[config.mk]
export PLATFORM = sky130hd
export DESIGN_NAME = pipe_stage_buffer
export DESIGN_NICKNAME = d
export VERILOG_FILES = /design/src/rtl/pipe_stage_buffer.sv
export SDC_FILE = /design/constraint.sdc
export NUM_CORES = 1
export LEC_CHECK = 0
export CAP_MARGIN = 40
export CORE_ASPECT_RATIO = 1.25
export CORE_UTILIZATION = 40
export DETAILED_ROUTE_END_ITERATION = 12
export PLACE_DENSITY = 0.66
export SLEW_MARGIN = 30
export SYNTH_ARGS = -nofsm -noshare
export SYNTH_HDL_FRONTEND = slang
export SYNTH_SLANG_ARGS = --single-unit
[constraint.sdc]
create_clock -name clk -period 1.8 [get_ports clk]
set_input_delay 0.18 -clock clk [delete_from_list [all_inputs] [get_ports clk]]
set_output_delay 0.18 -clock clk [all_outputs]
set_load 0.1 [all_outputs]
[src/rtl/pipe_stage_buffer.sv]
`timescale 1ns/1ps
`default_nettype none
// ============================================================================
// Module      : pipe_stage_buffer
// Description : Inter-stage pipeline register for the lc3b pipeline. It is a
//               2-entry skid buffer with a valid/ready handshake and a
//               synchronous squash. Define STAGE_PERF_EN to add the stall and
//               squash performance counters.
// Revision    : 1.0 - initial release
// ============================================================================
module pipe_stage_buffer #(
  parameter int unsigned            DATA_WIDTH = 16,
  parameter int unsigned            NUM_DATA   = 2,
  parameter int unsigned            CTRL_WIDTH = 40,
  parameter logic [CTRL_WIDTH-1:0]  NOP_CTRL   = '0,
  parameter int unsigned            CNT_WIDTH  = 16
) (
  input  logic                           clk,
  input  logic                           reset_n,
  // upstream side
  input  logic                           in_valid,
  output logic                           in_ready,
  input  logic [15:0]                    in_ir,
  input  logic [15:0]                    in_pc,
  input  logic [NUM_DATA*DATA_WIDTH-1:0] in_data,
  input  logic [CTRL_WIDTH-1:0]          in_ctrl,
  input  logic                           squash,
  // downstream side
  output logic                           out_valid,
  input  logic                           out_ready,
  output logic [15:0]                    out_ir,
  output logic [15:0]                    out_pc,
  output logic [NUM_DATA*DATA_WIDTH-1:0] out_data,
  output logic [CTRL_WIDTH-1:0]          out_ctrl,
  // performance counters
  output logic [CNT_WIDTH-1:0]           stall_cnt,
  output logic [CNT_WIDTH-1:0]           squash_cnt
);

  localparam int unsigned DW = NUM_DATA * DATA_WIDTH;

  typedef enum logic [1:0] {
    ST_EMPTY = 2'd0,
    ST_ONE   = 2'd1,
    ST_TWO   = 2'd2
  } state_e;

  state_e                  state_q, state_d;

  logic [15:0]             head_ir_q,   head_ir_d;
  logic [15:0]             head_pc_q,   head_pc_d;
  logic [DW-1:0]           head_data_q, head_data_d;
  logic [CTRL_WIDTH-1:0]   head_ctrl_q, head_ctrl_d;

  logic [15:0]             skid_ir_q,   skid_ir_d;
  logic [15:0]             skid_pc_q,   skid_pc_d;
  logic [DW-1:0]           skid_data_q, skid_data_d;
  logic [CTRL_WIDTH-1:0]   skid_ctrl_q, skid_ctrl_d;

  logic                    acc;
  logic                    pop;

  // Handshake flags decode only the state flops, so no ready path runs
  // combinationally from downstream to upstream.
  assign in_ready  = (state_q != ST_TWO);
  assign out_valid = (state_q != ST_EMPTY);
  assign acc       = in_valid & in_ready;
  assign pop       = out_valid & out_ready;

  always_comb begin
    state_d     = state_q;
    head_ir_d   = head_ir_q;
    head_pc_d   = head_pc_q;
    head_data_d = head_data_q;
    head_ctrl_d = head_ctrl_q;
    skid_ir_d   = skid_ir_q;
    skid_pc_d   = skid_pc_q;
    skid_data_d = skid_data_q;
    skid_ctrl_d = skid_ctrl_q;

    case (state_q)
      ST_EMPTY: begin
        if (acc) begin
          head_ir_d   = in_ir;
          head_pc_d   = in_pc;
          head_data_d = in_data;
          head_ctrl_d = in_ctrl;
          state_d     = ST_ONE;
        end
      end
      ST_ONE: begin
        if (acc && pop) begin
          head_ir_d   = in_ir;
          head_pc_d   = in_pc;
          head_data_d = in_data;
          head_ctrl_d = in_ctrl;
        end else if (acc) begin
          skid_ir_d   = in_ir;
          skid_pc_d   = in_pc;
          skid_data_d = in_data;
          skid_ctrl_d = in_ctrl;
          state_d     = ST_TWO;
        end else if (pop) begin
          state_d     = ST_EMPTY;
        end
      end
      ST_TWO: begin
        if (pop) begin
          head_ir_d   = skid_ir_q;
          head_pc_d   = skid_pc_q;
          head_data_d = skid_data_q;
          head_ctrl_d = skid_ctrl_q;
          state_d     = ST_ONE;
        end
      end
      default: begin
        state_d = ST_EMPTY;
      end
    endcase

    // Squash only needs to drop occupancy; stale payload is masked at the outputs.
    if (squash) begin
      state_d = ST_EMPTY;
    end
  end

  always_ff @(posedge clk or negedge reset_n) begin
    if (!reset_n) begin
      state_q     <= ST_EMPTY;
      head_ir_q   <= '0;
      head_pc_q   <= '0;
      head_data_q <= '0;
      head_ctrl_q <= '0;
      skid_ir_q   <= '0;
      skid_pc_q   <= '0;
      skid_data_q <= '0;
      skid_ctrl_q <= '0;
    end else begin
      state_q     <= state_d;
      head_ir_q   <= head_ir_d;
      head_pc_q   <= head_pc_d;
      head_data_q <= head_data_d;
      head_ctrl_q <= head_ctrl_d;
      skid_ir_q   <= skid_ir_d;
      skid_pc_q   <= skid_pc_d;
      skid_data_q <= skid_data_d;
      skid_ctrl_q <= skid_ctrl_d;
    end
  end

  // An empty stage presents a forced bubble rather than whatever the head last held.
  always_comb begin
    out_ir   = 16'h0000;
    out_pc   = 16'h0000;
    out_data = '0;
    out_ctrl = NOP_CTRL;
    if (out_valid) begin
      out_ir   = head_ir_q;
      out_pc   = head_pc_q;
      out_data = head_data_q;
      out_ctrl = head_ctrl_q;
    end
  end

`ifdef STAGE_PERF_EN
  localparam logic [CNT_WIDTH-1:0] CNT_MAX = '1;
  localparam logic [CNT_WIDTH-1:0] CNT_ONE = CNT_WIDTH'(1);

  logic [CNT_WIDTH-1:0] stall_cnt_q,  stall_cnt_d;
  logic [CNT_WIDTH-1:0] squash_cnt_q, squash_cnt_d;

  always_comb begin
    stall_cnt_d  = stall_cnt_q;
    squash_cnt_d = squash_cnt_q;
    if (out_valid && !out_ready && (stall_cnt_q != CNT_MAX)) begin
      stall_cnt_d = stall_cnt_q + CNT_ONE;
    end
    if (squash && (state_q != ST_EMPTY) && (squash_cnt_q != CNT_MAX)) begin
      squash_cnt_d = squash_cnt_q + CNT_ONE;
    end
  end

  always_ff @(posedge clk or negedge reset_n) begin
    if (!reset_n) begin
      stall_cnt_q  <= '0;
      squash_cnt_q <= '0;
    end else begin
      stall_cnt_q  <= stall_cnt_d;
      squash_cnt_q <= squash_cnt_d;
    end
  end

  assign stall_cnt  = stall_cnt_q;
  assign squash_cnt = squash_cnt_q;
`else
  assign stall_cnt  = '0;
  assign squash_cnt = '0;
`endif

endmodule
`default_nettype wire
# ---- Word level (Yosys, flattened, before mapping)
# Index checks and enable logic that the tools add are counted.
dict set report op_classes {
  bitwise_logic 3
  eq_ne 10
  mux 27
  n_reduce_logical 7
}
# operator n
set ops {}
lappend ops {{2-to-1 mux 40 bit} 4}
lappend ops {{2-to-1 mux 16 bit} 8}
lappend ops {{2-to-1 mux 32 bit} 4}
lappend ops {{case mux 40 bit (3 select lines)} 1}
lappend ops {{case mux 16 bit (3 select lines)} 2}
lappend ops {{case mux 32 bit (3 select lines)} 1}
lappend ops {{2-to-1 mux 2 bit} 6}
lappend ops {{!= test 3 bit (second input constant)} 3}
lappend ops {{!= test 2 bit (second input constant)} 4}
lappend ops {{AND reduction 4 bit} 2}
lappend ops {{case mux 2 bit (3 select lines)} 1}
lappend ops {{!= test 4 bit (second input constant)} 1}
lappend ops {{AND reduction 3 bit} 1}
lappend ops {{nonzero test 3 bit} 1}
lappend ops {{AND 1 bit} 2}
lappend ops {{equality test 2 x 1 -> 1 bit (second input constant)} 1}
lappend ops {{equality test 2 bit (second input constant)} 1}
lappend ops {{logical NOT 2 bit} 1}
lappend ops {{nonzero test 2 bit} 1}
lappend ops {{logical AND 1 bit} 1}
lappend ops {{inverter 1 bit} 1}
dict set report word_totals {
  word_cells 56
  out_inout_bits 138
  regBits 210
  in_bits 109
}

# ---- Logic depth before layout (Yosys ltp)
dict set report depth {
  word_depth 7
  depth_mapped 6
  ltp_nobuf 3
}

# ---- Least setup slack after synthesis
# No wires, ideal clock.
dict set report synth_timing {
  kind {reg2out}
  from {reg state_q[0]}
  to {out out_ir[10]}
  n_path_buf 2
  arrival_ps 2497
  setup_slack_ps -877
  stages_incl_launch_ff 5
  required_ps 1620
  cell_sequence {dfrtp_1 or2_2 clkbuf_1 clkbuf_1 and2_1}
}
dict set report synth_between {
  elab_chain_cells 2
}
# element line_no
set synth_lines {}
lappend synth_lines {{start, declared} 48} ;# state_e state_q, state_d;
lappend synth_lines {{start signal, assigned} 139} ;# state_q <= state_d;
lappend synth_lines {{nonzero test 2 bit} 66} ;# assign out_valid = (state_q != ST_EMPTY);
lappend synth_lines {{named net out_valid} 29} ;# output logic out_valid,
lappend synth_lines {{2-to-1 mux 16 bit} 157} ;# if (out_valid) begin
lappend synth_lines {{end, declared} 31} ;# output logic [15:0] out_ir,
# The timed path passes the listed nets, and every way through them passes these cells.

# ---- Worst setup path in the final report
dict set report layout_timing {
  from {reg state_q[1]}
  to {out out_data[0]}
}
dict set report layout_between {
  elab_chain_cells 2
}
# element line_no
set layout_lines {}
lappend layout_lines {{nonzero test 2 bit} 66}
lappend layout_lines {{2-to-1 mux 32 bit} 157}
lappend layout_lines {{end, declared} 33} ;# output logic [NUM_DATA*DATA_WIDTH-1:0] out_data,
# No other way between the ends.

==> impl_summary.txt <==
----------------------------------------------------
[Worst setup path]
  Endpoint of the most critical register-to-register path ... head_ctrl_q[14]
  CP arrival ... about 1.9 ns
  Largest fanout on the critical path ... between 40 and 50
  Category of the most critical setup path ... register to output port
  Worst R2R Path Depth ... 8
  Endpoint kind of the worst setup timing path ... output port
  RR Startpoint ... state_q[1]
  Flop2flop setup slack ... -0.24 ns
  Startpoint types ... register
  Required time at the endpoint of the critical path ... ~1.6 ns

[Drt]
  Number of iterations in the first detailed-routing pass ... 6
  DRC errors left ... 0
  ANT nets after route ... 0
  Total wire length after detailed routing ... approximately 27000 µm
  Overall via count from detail_route ... roughly 6500
  Initial drt markers ... 120
  Detail-routed via count per cell ... 4.84
  Routed length per placed instance ... ~20 µm

[Power]
  Internal cell power ... 0.0111 W
  Fraction of power consumed by the clock network ... ~29%
  Sequential cell fraction of total power ... about two fifths
  Net switching component of the power ... ~0.005 W
  Post-layout total power ... ~0.016 W
  Portion of total power attributed to combinational logic ... about a third
  Switch share ... between 30% and 40%
  Power density of the placed cells ... 1000 mW/mm²
  Largest voltage drop on the vdd net ... slightly below 0.0006 V
  Static power due to leakage ... around 7 nW

[Finish]
  Layout cells sized above 1 ... ~63%
  Commonest cells after routing, fill and taps aside ... 209 x dfrtp_1, 156 x mux2_2, 142 x mux2_4, 128 x buf_12, 107 x clkdlybuf4s50_1
  Filler-free cell count of the finished design ... between 1000 and 1500
  Final design instance area without fill ... roughly 0.016 mm²
  Area added between synthesis and finish ... 55.1%
  Utilization of the core after routing ... 63.7%
  Nets ... around 1100
  Most frequent standard cell in the layout excluding fill and tap cells ... dfrtp_1

[Placed design]
  Final HPWL from detailed placement ... between 15000 and 20000 µm
  Instance area at placement ... around 0.014 mm²
  RePlAce Congestion ... 0.711
  Number of input and output port buffers inserted ... around 210
  Number of cells in the design after placement ... 1257

[Logic synthesis]
  Synth warnings ... 0
  Primary flip-flop cell chosen by synthesis mapping ... dfrtp_1
  Sequential share of the synthesized area ... slightly above 50%
  Flip-flop and latch count after synthesis ... 210
  Synth unique cells ... 21
  Area of the mapped netlist ... around 0.010 mm²
  Per-instance average area after synthesis ... 14.5 µm²
  Synthesized netlist cell count ... 720
  Number of synthesized flops with an enable pin ... 0
  Async set-or-reset flop fraction in the synthesized netlist ... between 90% and 100%

[CTS]
  # clock sinks ... between 200 and 250
  Clock root buffer master ... clkbuf_16
  Clock transition time at the flip-flop clock pins of the worst setup and hold paths ... around 0.06 ns
  CTS H-tree lvls ... 1
  Buffer levels on the longest clock path ... 3
  Clock tree from TritonCTS ... built
  Clock insertion delay at the later pin of the skew report ... about 0.50 ns
  Number of buffers inserted during clock tree synthesis ... 23

[Timing]
  Aggregate negative setup slack ... -33.11 ns
  Final worst clock skew ... around 0.012 ns
  Setup Viol. Count Final ... slightly below 300
  Number of hold violations in the final report ... 0
  Number of pins exceeding their max-slew limit in the final report ... 0
  Final WS setup ... -0.242 ns
  Post-route clock period utilization ... 113%
  Upper clock frequency limit ... approximately 0.5 GHz
  Unrepaired setup endpoints after global routing ... true
  Minimum clock period after layout ... about 2.0 ns

[Global route]
  Wire length of the first global-routing pass ... around 38000 µm
  Aggregate global-route resource usage ... roughly 18%
  Initial antenna violation count ... 2
  Pin count of the biggest net entering global routing ... 57
  Total gr overflow ... 0
  Number of global-route vias before repair ... 6863

[Floorplan]
  Total die area ... around 0.027 mm²
  Io pins ... 247
  Std-Cell Core Area ... 0.0255 mm²
  Width of the die ... between 100 and 150 µm
  Std cell rows ... 65
  Vertical die dimension ... about 180 µm
  Initial core utilization ... between 40 and 50%

[Run status]
  Status ... finished with violations
  Failing checks ... negative setup slack

[Flow run]
  Maxcap violations ... 0

[Min path]
  Hold Path Class ... primary input to asynchronous set/reset pin

----------------------------------------------------
## per-layer routing
layer,up-vias,part of all wire (%),track usage (%)
li1,2969,-,-
met1,3349,43,22.9
met2,166,50,30.6
met3,31,5.2,3.98
met4,2,1.5,3.62
met5,-,0.049,0
## what timing repair did
action	4_1_cts	5_1_grt
gates resized for setup	69	108
buffers inserted	4	18
hold buffers	1	0
endpoints found under the hold margin	85	0
pin swaps	1	1
cloned	2	23
setup endpoints to repair	106	280
## flip-flops by register name, summed over array words and instances (netlist names)
| name | flops |
|---|---|
| skid_pc_q | 16 |
| skid_ctrl_q | 40 |
| head_ir_q | 16 |
| state_q | 2 |
| head_ctrl_q | 40 |
| head_data_q | 32 |
| skid_data_q | 32 |
| skid_ir_q | 16 |
| head_pc_q | 16 |
## logic make-up after synthesis
family                 Yosys count  synth area share [%]
AOI/OAI and AO/OA                3                 0.203
buffers and inverters           81                  5.65
DFF                            210                  50.3
muxes                          312                  37.1
other                            1                0.0359
and+or+nand+nor                113                  6.74
## worst max path at each step
stage	startpoint	end	slack, ns
floorplan	state_q[0]	out_data[10]	0.04
global placement	in_valid	skid_ctrl_q[31]	-0.22
detailed placement	in_valid	skid_data_q[12]	-0.26
CTS	state_q[1]	out_data[28]	-0.25
global route	state_q[1]	out_ctrl[21]	-0.29
finish	state_q[1]	out_data[0]	-0.24
## synthesized netlist by cell type, types with 3 or more instances
master	count	area [µm²]
mux2_4	98	1470
nor2b_1	3	18.8
buf_4	33	248
clkbuf_1	12	45.0
buf_2	16	80.1
dfrtp_1	210	5260
buf_6	19	214
and2_1	104	651
mux2_1	16	180
mux2_2	198	2230
## power groups by stage
stage                     sequential (W)  combinational [W]  clock (W)
final                            0.00621            0.00531    0.00473
after global routing             0.00633            0.00555    0.00507
after CTS                        0.00618            0.00509    0.00486
after detailed placement         0.00624            0.00496          0
after global placement           0.00620            0.00489          0
after floorplan                  0.00608            0.00342          0
## worst max-delay path, stage by stage, from the launching register on
cell and delay, ns:
dfrtp_1 0.40, or2_4 0.34, buf_12 0.20, and2_2 0.23
buf_12 0.17
## per-stage QoR
stage	hold WS [ns]	setup WS, ns
after floorplan	-0.116	0.0394
after global placement	0.145	-0.224
after detailed placement	0.144	-0.262
after CTS	0.214	-0.247
after global routing	0.233	-0.293
final	0.215	-0.242
## area by class of cell
type	count	area [µm²]
diodes	1	2.50
clock buffers	35	711
clock inverters	6	55.1
fillers	1846	9240
inverters	1	6.26
multi-input cells	460	5160
flip-flops and latches	210	5260
well taps	335	419
repair buffers	298	4610
Power figures use the tool's default switching activity.
